**config.mk**
```make
export PLATFORM = sky130hd
export DESIGN_NAME = hazard_unit
export DESIGN_NICKNAME = d
export VERILOG_FILES = /design/src/rtl/hazard_pkg.sv /design/src/rtl/sat_counter.sv /design/src/rtl/hazard_unit.sv
export SDC_FILE = /design/constraint.sdc
export NUM_CORES = 1
export LEC_CHECK = 0
export CORE_ASPECT_RATIO = 2
export CORE_UTILIZATION = 48
export DETAILED_ROUTE_END_ITERATION = 8
export PLACE_DENSITY = 0.9
export SYNTH_ARGS = -nofsm -noshare
export SYNTH_HDL_FRONTEND = slang
export SYNTH_SLANG_ARGS = --single-unit
```
**constraint.sdc**
```tcl
create_clock -name clk -period 6.2 [get_ports clk]
set_input_delay 1.86 -clock clk [delete_from_list [all_inputs] [get_ports clk]]
set_output_delay 1.86 -clock clk [all_outputs]
set_load 0.1 [all_outputs]
```
**src/rtl/hazard_pkg.sv**
```systemverilog
// Shared types for the pipeline hazard controller.
// FSM encoding and EX forwarding mux select codes.
package hazard_pkg;

  typedef enum logic [1:0] {
    ST_RUN  = 2'd0,
    ST_LOAD = 2'd1,
    ST_WAIT = 2'd2
  } state_e;

  localparam logic [1:0] FWD_RF  = 2'b00;
  localparam logic [1:0] FWD_WB  = 2'b01;
  localparam logic [1:0] FWD_MEM = 2'b10;

endpackage

```
**src/rtl/sat_counter.sv**
```systemverilog
// Saturating up-counter used for the stall/flush perf counters.
// Sticks at all-ones instead of wrapping.
module sat_counter #(
  parameter int W = 16
) (
  input  logic         clk,
  input  logic         srst,
  input  logic         inc,
  output logic [W-1:0] count
);

  logic [W-1:0] count_q;

  // Count up on inc until all ones, clear on reset.
  always_ff @(posedge clk) begin
    if (srst) begin
      count_q <= '0;
    end else if (inc && (count_q != {W{1'b1}})) begin
      count_q <= count_q + W'(1);
    end
  end

  assign count = count_q;

endmodule

```
**src/rtl/hazard_unit.sv**
```systemverilog
// Hazard controller for the 5-stage pipeline: load-use stall,
// redirect flush, dmem wait freeze, forwarding selects, perf counters.
module hazard_unit
  import hazard_pkg::*;
#(
  parameter int REG_ADDR_W     = 5,
  parameter int LOAD_STALL_CYC = 1,
  parameter int CNT_W          = 16
) (
  input  logic                  clk,
  input  logic                  srst,
  input  logic                  enable,
  input  logic [REG_ADDR_W-1:0] id_rs,
  input  logic [REG_ADDR_W-1:0] id_rt,
  input  logic                  id_uses_rt,
  input  logic [REG_ADDR_W-1:0] ex_rs,
  input  logic [REG_ADDR_W-1:0] ex_rt,
  input  logic                  ex_mem_read,
  input  logic [REG_ADDR_W-1:0] ex_waddr,
  input  logic                  mem_reg_write,
  input  logic [REG_ADDR_W-1:0] mem_waddr,
  input  logic                  wb_reg_write,
  input  logic [REG_ADDR_W-1:0] wb_waddr,
  input  logic                  mem_redirect,
  input  logic                  dmem_busy,
  output logic                  pc_en,
  output logic                  if_id_en,
  output logic                  id_ex_en,
  output logic                  ex_mem_en,
  output logic                  mem_wb_en,
  output logic                  if_id_flush,
  output logic                  id_ex_flush,
  output logic                  ex_mem_flush,
  output logic [1:0]            fwd_a,
  output logic [1:0]            fwd_b,
  output logic [CNT_W-1:0]      stall_cnt,
  output logic [CNT_W-1:0]      flush_cnt,
  output logic [1:0]            state
);

  state_e     state_q, state_d;
  state_e     ret_q, ret_d;
  state_e     eff;
  logic [2:0] cnt_q, cnt_d;
  logic       hazard;
  logic       st_inc;
  logic       fl_inc;

  assign hazard = ex_mem_read && (ex_waddr != '0) &&
                  ((ex_waddr == id_rs) ||
                   (id_uses_rt && (ex_waddr == id_rt)));

  // Resolve the state to act on; a finished wait resumes its saved state.
  always_comb begin
    eff = (state_q == ST_WAIT) ? ret_q : state_q;
    if (eff != ST_LOAD) eff = ST_RUN;
  end

  // Prioritised stage control and next-state selection.
  always_comb begin
    pc_en        = 1'b0;
    if_id_en     = 1'b0;
    id_ex_en     = 1'b0;
    ex_mem_en    = 1'b0;
    mem_wb_en    = 1'b0;
    if_id_flush  = 1'b0;
    id_ex_flush  = 1'b0;
    ex_mem_flush = 1'b0;
    state_d      = state_q;
    ret_d        = ret_q;
    cnt_d        = cnt_q;
    st_inc       = 1'b0;
    fl_inc       = 1'b0;
    if (srst || !enable) begin
      st_inc = 1'b0;
    end else if (dmem_busy) begin
      state_d = ST_WAIT;
      ret_d   = eff;
      st_inc  = 1'b1;
    end else if (mem_redirect) begin
      {pc_en, if_id_en, id_ex_en, ex_mem_en, mem_wb_en} = '1;
      {if_id_flush, id_ex_flush, ex_mem_flush} = '1;
      state_d = ST_RUN;
      cnt_d   = '0;
      fl_inc  = 1'b1;
    end else if (eff == ST_LOAD) begin
      {id_ex_en, ex_mem_en, mem_wb_en} = '1;
      id_ex_flush = 1'b1;
      st_inc      = 1'b1;
      cnt_d       = cnt_q - 3'd1;
      state_d     = (cnt_q <= 3'd1) ? ST_RUN : ST_LOAD;
    end else if (hazard) begin
      {id_ex_en, ex_mem_en, mem_wb_en} = '1;
      id_ex_flush = 1'b1;
      st_inc      = 1'b1;
      if (LOAD_STALL_CYC > 1) begin
        state_d = ST_LOAD;
        cnt_d   = 3'(LOAD_STALL_CYC - 1);
      end else begin
        state_d = ST_RUN;
      end
    end else begin
      {pc_en, if_id_en, id_ex_en, ex_mem_en, mem_wb_en} = '1;
      state_d = ST_RUN;
    end
  end

  // FSM, saved pre-wait state and bubble counter.
  always_ff @(posedge clk) begin
    if (srst) begin
      state_q <= ST_RUN;
      ret_q   <= ST_RUN;
      cnt_q   <= '0;
    end else if (enable) begin
      state_q <= state_d;
      ret_q   <= ret_d;
      cnt_q   <= cnt_d;
    end
  end

  // EX operand forwarding, MEM result preferred over WB.
  always_comb begin
    fwd_a = FWD_RF;
    fwd_b = FWD_RF;
    if (!srst) begin
      if (mem_reg_write && (mem_waddr != '0) && (mem_waddr == ex_rs))
        fwd_a = FWD_MEM;
      else if (wb_reg_write && (wb_waddr != '0) && (wb_waddr == ex_rs))
        fwd_a = FWD_WB;
      if (mem_reg_write && (mem_waddr != '0) && (mem_waddr == ex_rt))
        fwd_b = FWD_MEM;
      else if (wb_reg_write && (wb_waddr != '0) && (wb_waddr == ex_rt))
        fwd_b = FWD_WB;
    end
  end

  sat_counter #(.W(CNT_W)) u_stall_cnt (
    .clk   (clk),
    .srst  (srst),
    .inc   (st_inc),
    .count (stall_cnt)
  );

  sat_counter #(.W(CNT_W)) u_flush_cnt (
    .clk   (clk),
    .srst  (srst),
    .inc   (fl_inc),
    .count (flush_cnt)
  );

  assign state = state_q;

endmodule

```
Word-level counts from Yosys, hierarchy flattened --
Index checks and enable logic that the tools add are counted.
Operators by class: add/subtract/negate cells 3, order comparisons 1, equal/unequal tests 11, muxes and demuxes 32, bitwise gates (word level) 2, reduce and logical (&&, ||, !) cells 21
Operator list (count):
- $add 16x1->16 const B | 2
- $ne 16x16->1 const B | 2
- $eq 5x5->1 | 6
- $mux 1 | 23
- $reduce_bool 5->1 | 3
- $mux 2 | 7
- $logic_and 1x1->1 | 11
- $mux 3 | 2
- $reduce_and 4->1 | 1
- $le 3x1->1 const B | 1
- $reduce_and 3->1 | 1
- $sub 3x1->3 const B | 1
- $eq 2x1->1 const B | 1
- $eq 2x2->1 const B | 1
- $logic_or 1x1->1 | 2
- $ne 2x1->1 const B | 1
- $not 1->1 | 2
- $reduce_and 2->1 | 1
- $reduce_bool 2->1 | 1
- $logic_not 1->1 | 1
Word-level totals: register bits after elaboration 39, output and inout port bits 46, word-level logic and storage cells 75

Logic depth before layout (Yosys ltp) --
Gate-level depths: netlist of run 1.
depth in word-level cells 10, mapped depth 8, gate-level depth less buffers 8

Cells and area by module --
From an unflattened synthesis of run 1, not the netlist that was laid out.
Second synthesis, totals: cells, all modules 307, area, all modules 2549.9 sq um
By module, submodules not included:
- sat_counter | times used 2, cells an instance 99, area each 848.3 sq um, seq. area each 320.3 sq um
- hazard_unit | times used 1, cells an instance 109, area each 853.3 sq um, seq. area each 140.1 sq um

Worst setup path after synthesis of run 1 --
OpenSTA, ideal clock, no wires.
kind input port to output port, from input mem_waddr[1], to output fwd_a[0], arrival 5716 ps, data required time 4340 ps, setup slack -1376 ps, cell stages on the path 4, buffers on the path 0, path through or4_1 o21ai_0 nor3_1 nor4_1
Between the ends: word-level cells in the longest chain between the ends 5
RTL lines:
- start, declared | line hazard_unit.sv:21 | input logic [REG_ADDR_W-1:0] mem_waddr,
- $reduce_bool 5->1 | line hazard_unit.sv:126 | if (mem_reg_write && (mem_waddr != '0) && (mem_waddr == ex_rs))
- $logic_and 1x1->1 | line hazard_unit.sv:126
- $logic_and 1x1->1 (*) | line hazard_unit.sv:126
- $mux 2 (*) | line hazard_unit.sv:126
- $mux 2 (*) | line hazard_unit.sv:125 | if (!srst) begin
- end, declared | line hazard_unit.sv:34 | output logic [1:0] fwd_a,
Every way passes the cells marked *; elsewhere a longest branch is shown, timed or not.

Worst setup path in the final report of run 1 --
Ends and elaborated chain as after synthesis.

==> out/metrics.yaml, run 1 <==
synthesis.nets: 334
crit_fanout: 4
synth_seq_cells: 39
fin_skew_ns: 0.00435
synth_area_leaders: "dfxtp_1 33%, xor2_1 9.7%, xnor2_1 6.0%, a21oi_1 5.3%, or4_1 4.5%"
slew_headroom: 0.258
cpPeakStageDelay_ns: 0.54
worst-path-stages: 6
clock-root-buffer: "clkbuf_8"
setup_viol: 0
gp_congestion: 0.806
synth_top_area_cell: "dfxtp_1"
track_usage: 0.254
pwr_density_cell_nw_per_um2: 166
design_area_sq_um: 3510
min_to: "ret_q[1]"
overflow: 0
outcome: "completed"
fillerInstances: 353
critPathArrivalTime_ns: 4.01
ys_warn_count: 0
synth_ff_type: "dfxtp_1"
grt_max_degree: 32
avgSynthCellArea_sq_um: 8.21
cts_tree: "done"
post_cts_buffers: 0
cpMaxStageDelayCell: "or4_1"
post-route-util: 0.757
holdBufCountCts: 0
synth_edf_count: 0
vdd_drop_max_v: 0.000124
worst_setup_path_start_kind: "input port"
core_region_area_sq_um: 4640
synthToLayoutAreaGrowth_pct: 49.5
hold_start: "ret_q[1]"
crit_family: "simple AND/OR/NAND/NOR gates"
rsz0062_at_grt: "no"
syn_inst: 286
synth_area_sq_um: 2350
antenna_left: 0
clockBufferDepth: 2
worst_slack_ns: 0.329
finalWirelength_um: 5970
fp-row-count: 35
max_freq_mhz: 170
leakagePower_nw: 1.18
maxCapViolations: 0
seq_area_sq_um: 781
drc: 0
grt_pass1_vias: 2447
vias_per_cell: 5.76
async_reset_ff_frac: 0
holdPathStages: 1
dr.pass1.iters: 6
htree_levels: 2
power_uw: 581
maxSlewViolCount: 0
initial_core_util: 0.506
r2r-end: "u_stall_cnt.count[1]"
cts_buffers: 5
hold_class: "register to register"
crit_buf_inv: 2
dieArea_sq_um: 5190
min_period_over_period: 0.947
dp_slack_ns: 0.332
end_kind: "primary output"
critPathRequiredTime_ns: 4.34
drive_gt1_frac: 0.0863
path_class: "input port to primary output"
fin_nets: 418
wire_per_inst_um: 14.0
multi_input_comb_area_sq_um: 1470
drt_iter0_markers: 35
hold_viol_final: 0
timing.hold.ws_ns: 0.489
clkTransAtPathRegs_ns: 0.07
clock-sinks: 39
hpwl_um: 4790
io_buffers: 89
yosysUniqueCellTypes: 44
r2r_slack_ns: 3.86
io_pins: 90
insertion_delay_ns: 0.29
max_slew.worst_pin.slew_ns: 1.11
die_y_um: 101
crit_chain: "clkdlybuf4s50_1 > or4_1 > o21ai_0 > nor3_1 > nor4_2 > buf_12"
seq_area_frac_synth: 0.332
reg2reg_from: "u_stall_cnt.count[6]"
cts_resized: 0
synthDominantCellAreaShare: 0.332
num_antenna_cells: 0
synth_most_common_cell: "dfxtp_1"
die_width_um: 51.5
r2r_cells: 5
antenna_found_initial: 0
vias: 2453
synthTopCellsByCount: "39 x dfxtp_1, 26 x xor2_1, 25 x a21oi_1, 23 x nor2_1, 17 x nand3_1"
finalCriticalPeriod_ns: 5.87
grt_pass1_wl_um: 10300
place_area_sq_um: 3390
==> registers in the layout (all words and copies together) (netlist names) <==
signal             count
cnt_q                  3
ret_q                  2
state                  2
u_flush_cnt.count     16
u_stall_cnt.count     16
==> stage by stage <==
step / setup TNS (ns) / cells
3_5_place_dp: 0 / 418
6_report: 0 / 426
4_1_cts: 0 / 426
3_3_place_gp: 0 / 418
5_1_grt: 0 / 426
2_1_floorplan: -1.55 / 286
==> final cells by class <==
class | instances | share of cell area
Tap cell | 55 | 0.0196
Multi-Input combinational cell | 221 | 0.420
Sequential cell | 39 | 0.222
Clock buffer | 6 | 0.0235
Timing Repair Buffer | 91 | 0.292
Clock inverter | 2 | 0.00998
Inverter | 12 | 0.0128
==> logic make-up (layout without fill, tap and decap cells) <==
| group | after synthesis | in the layout | synth area share |
|---|---|---|---|
| AOI/OAI and AO/OA | 60 | 60 | 0.164 |
| muxes | 2 | 2 | 0.00906 |
| DFF | 39 | 39 | 0.332 |
| xor gates and xnor gates | 42 | 42 | 0.157 |
| adders and majority gates | 4 | 4 | 0.0213 |
| and+or+nand+nor | 113 | 113 | 0.266 |
| buffers and inverters | 26 | 111 | 0.0511 |
==> metal layers <==
layer	track usage	share of wire	wire length (um)
met1	0.243	0.34	2020
met2	0.489	0.58	3490
met3	0.0437	0.046	277
met4	0.131	0.031	187
met5	0	0	0
==> power by group <==
group / switching (mW) / total [mW] / leakage (nW) / internal [mW]
logic: 0.0595 / 0.109 / 0.803 / 0.0498
clock network: 0.0882 / 0.218 / 0.0612 / 0.130
registers: 0.00181 / 0.254 / 0.315 / 0.252
==> worst max-delay path by stage <==
stage,startpoint,end
global placement,mem_waddr[1],fwd_a[0]
detailed placement,mem_waddr[1],fwd_a[0]
finish,mem_waddr[1],fwd_a[0]
floorplan,mem_waddr[2],fwd_a[1]
CTS,mem_waddr[1],fwd_a[0]
global route,mem_waddr[1],fwd_a[0]
==> placed cells by master, fill, tap and decap left out, drive strengths merged, types with 13 or more instances in the layout <==
cell           instances
or4                   15
clkdlybuf4s50         77
buf                   14
nor2                  23
dfxtp                 39
a21oi                 25
xor2                  26
o21ai                 14
nand2                 13
xnor2                 16
nand3                 17
Note: power is estimated with default switching activity, not from simulation.
==> inputs of run 2 (changes only) <==
Settings changed: TNS_END_PERCENT set to 5.
==> run 2 against run 1 <==
Effect of this change:
- register-to-register slack gained 0.02 ns
- critical path depth unchanged
- design area down 0.46%
- clock power about the same
- largest cell class unchanged
==> out/metrics.yaml, run 2 (same netlist as run 1, synthesis figures left out) <==
htree_levels: 2
core_region_area_sq_um: 4640
grt_max_degree: 39
pwr_density_cell_nw_per_um2: 165
vdd_drop_max_v: 0.000155
leakagePower_nw: 1.17
critPathRequiredTime_ns: 4.34
p_int_uw: 431
io_pins: 90
drt_iter0_markers: 45
die_y_um: 101
dp.cells: 417
grt_pass1_vias: 2387
wire_per_inst_um: 14.3
gp_congestion: 0.774
max_freq_mhz: 169
maxCapViolations: 0
crit_fanout: 4
place_area_sq_um: 3380
holdBufCountCts: 0
crit_buf_inv: 2
fin_nets: 417
antenna_left: 0
critPathArrivalTime_ns: 4.06
design_area_sq_um: 3500
drc: 0
track_usage: 0.250
combPwrFrac: 0.188
pwr-share-clk: 0.373
met1_length_um: 1960
routed.top_layer: "met4"
synthToLayoutAreaGrowth_pct: 48.9
drive_gt1_frac: 0.0838
post_cts_buffers: 0
grt_pass1_wl_um: 10000
r2r_slack_ns: 3.88
insertion_delay_ns: 0.28
rsz0062_at_grt: "no"
wl_met2_um: 3700
hpwl_um: 4780
cpPeakStageDelay_ns: 0.56
layout_commonest_cell: "clkdlybuf4s50_1"
crit_family: "simple AND/OR/NAND/NOR gates"
overflow: 0
dr.pass1.iters: 4
path_class: "input port to primary output"
antenna_found_initial: 0
die_width_um: 51.5
clock-sinks: 39
maxSlewViolCount: 0
slew_headroom: 0.255
fp-row-count: 35
outcome: "completed"
swShare: 0.253
cpMaxStageDelayCell: "or4_1"
stdcell_count: 425
setup_viol: 0
power_frac_seq: 0.439
endpoint: "fwd_a[0]"
vias_per_cell: 5.79
clock-root-buffer: "clkbuf_8"
hold_class: "register to register"
crit_chain: "clkdlybuf4s50_1 > or4_1 > o21ai_0 > nor3_1 > nor4_2 > buf_12"
max_slew.worst_pin.slew_ns: 1.11
cts_resized: 0
dieArea_sq_um: 5190
num_antenna_cells: 0
min_period_over_period: 0.955
initial_core_util: 0.506
r2r-end: "u_stall_cnt.count[1]"
worst-path-stages: 6
finalCriticalPeriod_ns: 5.92
met3WireLength_um: 271
timing.hold.ws_ns: 0.483
power_switching_uw: 146
clkTransAtPathRegs_ns: 0.07
cts_buffers: 5
vias: 2462
end_kind: "primary output"
cts_tree: "done"
mostFrequentLayoutCells: "77 x clkdlybuf4s50_1, 39 x dfxtp_1, 26 x xor2_1, 25 x a21oi_1, 23 x nor2_1"
startpoint: "mem_waddr[1]"
finalWirelength_um: 6060
reg2reg_from: "u_stall_cnt.count[6]"
clockBufferDepth: 2
hold_viol_final: 0
r2r_cells: 5
setup_tns_ns: 0
worst_setup_path_start_kind: "input port"
io_buffers: 89
fin_skew_ns: 0.00422
==> run 2: cell types whose count changed in the layout (fill, tap and decap cells not counted), sizes merged <==
cell / before / now
buf: 14 / 13
==> run 2: area by class of cell <==
| class | instances | area, sq um |
|---|---|---|
| multi-input cells | 221 | 1470 |
| fillers | 338 | 1150 |
| repair buffers | 90 | 1020 |
| flip-flops and latches | 39 | 781 |
| clock buffers | 6 | 82.6 |
| well taps | 55 | 68.8 |
| inverters | 12 | 45.0 |
| clock inverters | 2 | 35.0 |
==> run 2: worst min path at each step <==
stage / from / end / slack, ns / depth (start not counted)
5_1_grt: ret_q[1] / ret_q[1] / 0.49 / 1
3_5_place_dp: ret_q[1] / ret_q[1] / 0.47 / 1
2_1_floorplan: ret_q[1] / ret_q[1] / 0.44 / 1
6_report: ret_q[1] / ret_q[1] / 0.48 / 1
4_1_cts: ret_q[1] / ret_q[1] / 0.48 / 1
3_3_place_gp: ret_q[1] / ret_q[1] / 0.47 / 1
==> run 2: power groups by stage <==
stage                     Combinational, mW  Sequential (mW)  Clock (mW)
final                                 0.108            0.254       0.215
after global routing                  0.115            0.254       0.229
after CTS                             0.109            0.254       0.220
after detailed placement              0.109            0.259           0
after global placement                0.106            0.259           0
after floorplan                      0.0490            0.268           0
==> run 2: metal layers <==
| metal | vias up | GRT usage |
|---|---|---|
| met4 | 0 | 0.104 |
| met5 | - | 0 |
| li1 | 1208 | - |
| met2 | 94 | 0.513 |
| met3 | 9 | 0.0407 |
| met1 | 1151 | 0.220 |
==> run 2: metrics by stage <==
step,util,total power [mW],setup slack (ns)
floorplan,-,0.317,-0.671
global placement,0.728,0.365,0.412
detailed placement,0.728,0.368,0.267
CTS,0.753,0.583,0.267
global route,0.753,0.598,0.186
finish,0.753,0.577,0.277
==> inputs of run 3 (changes only) <==
Settings changed: SLEW_MARGIN set to 0.
==> results of run 3 <==
No change in the layout: final DEF, timing and power equal those of run 2.
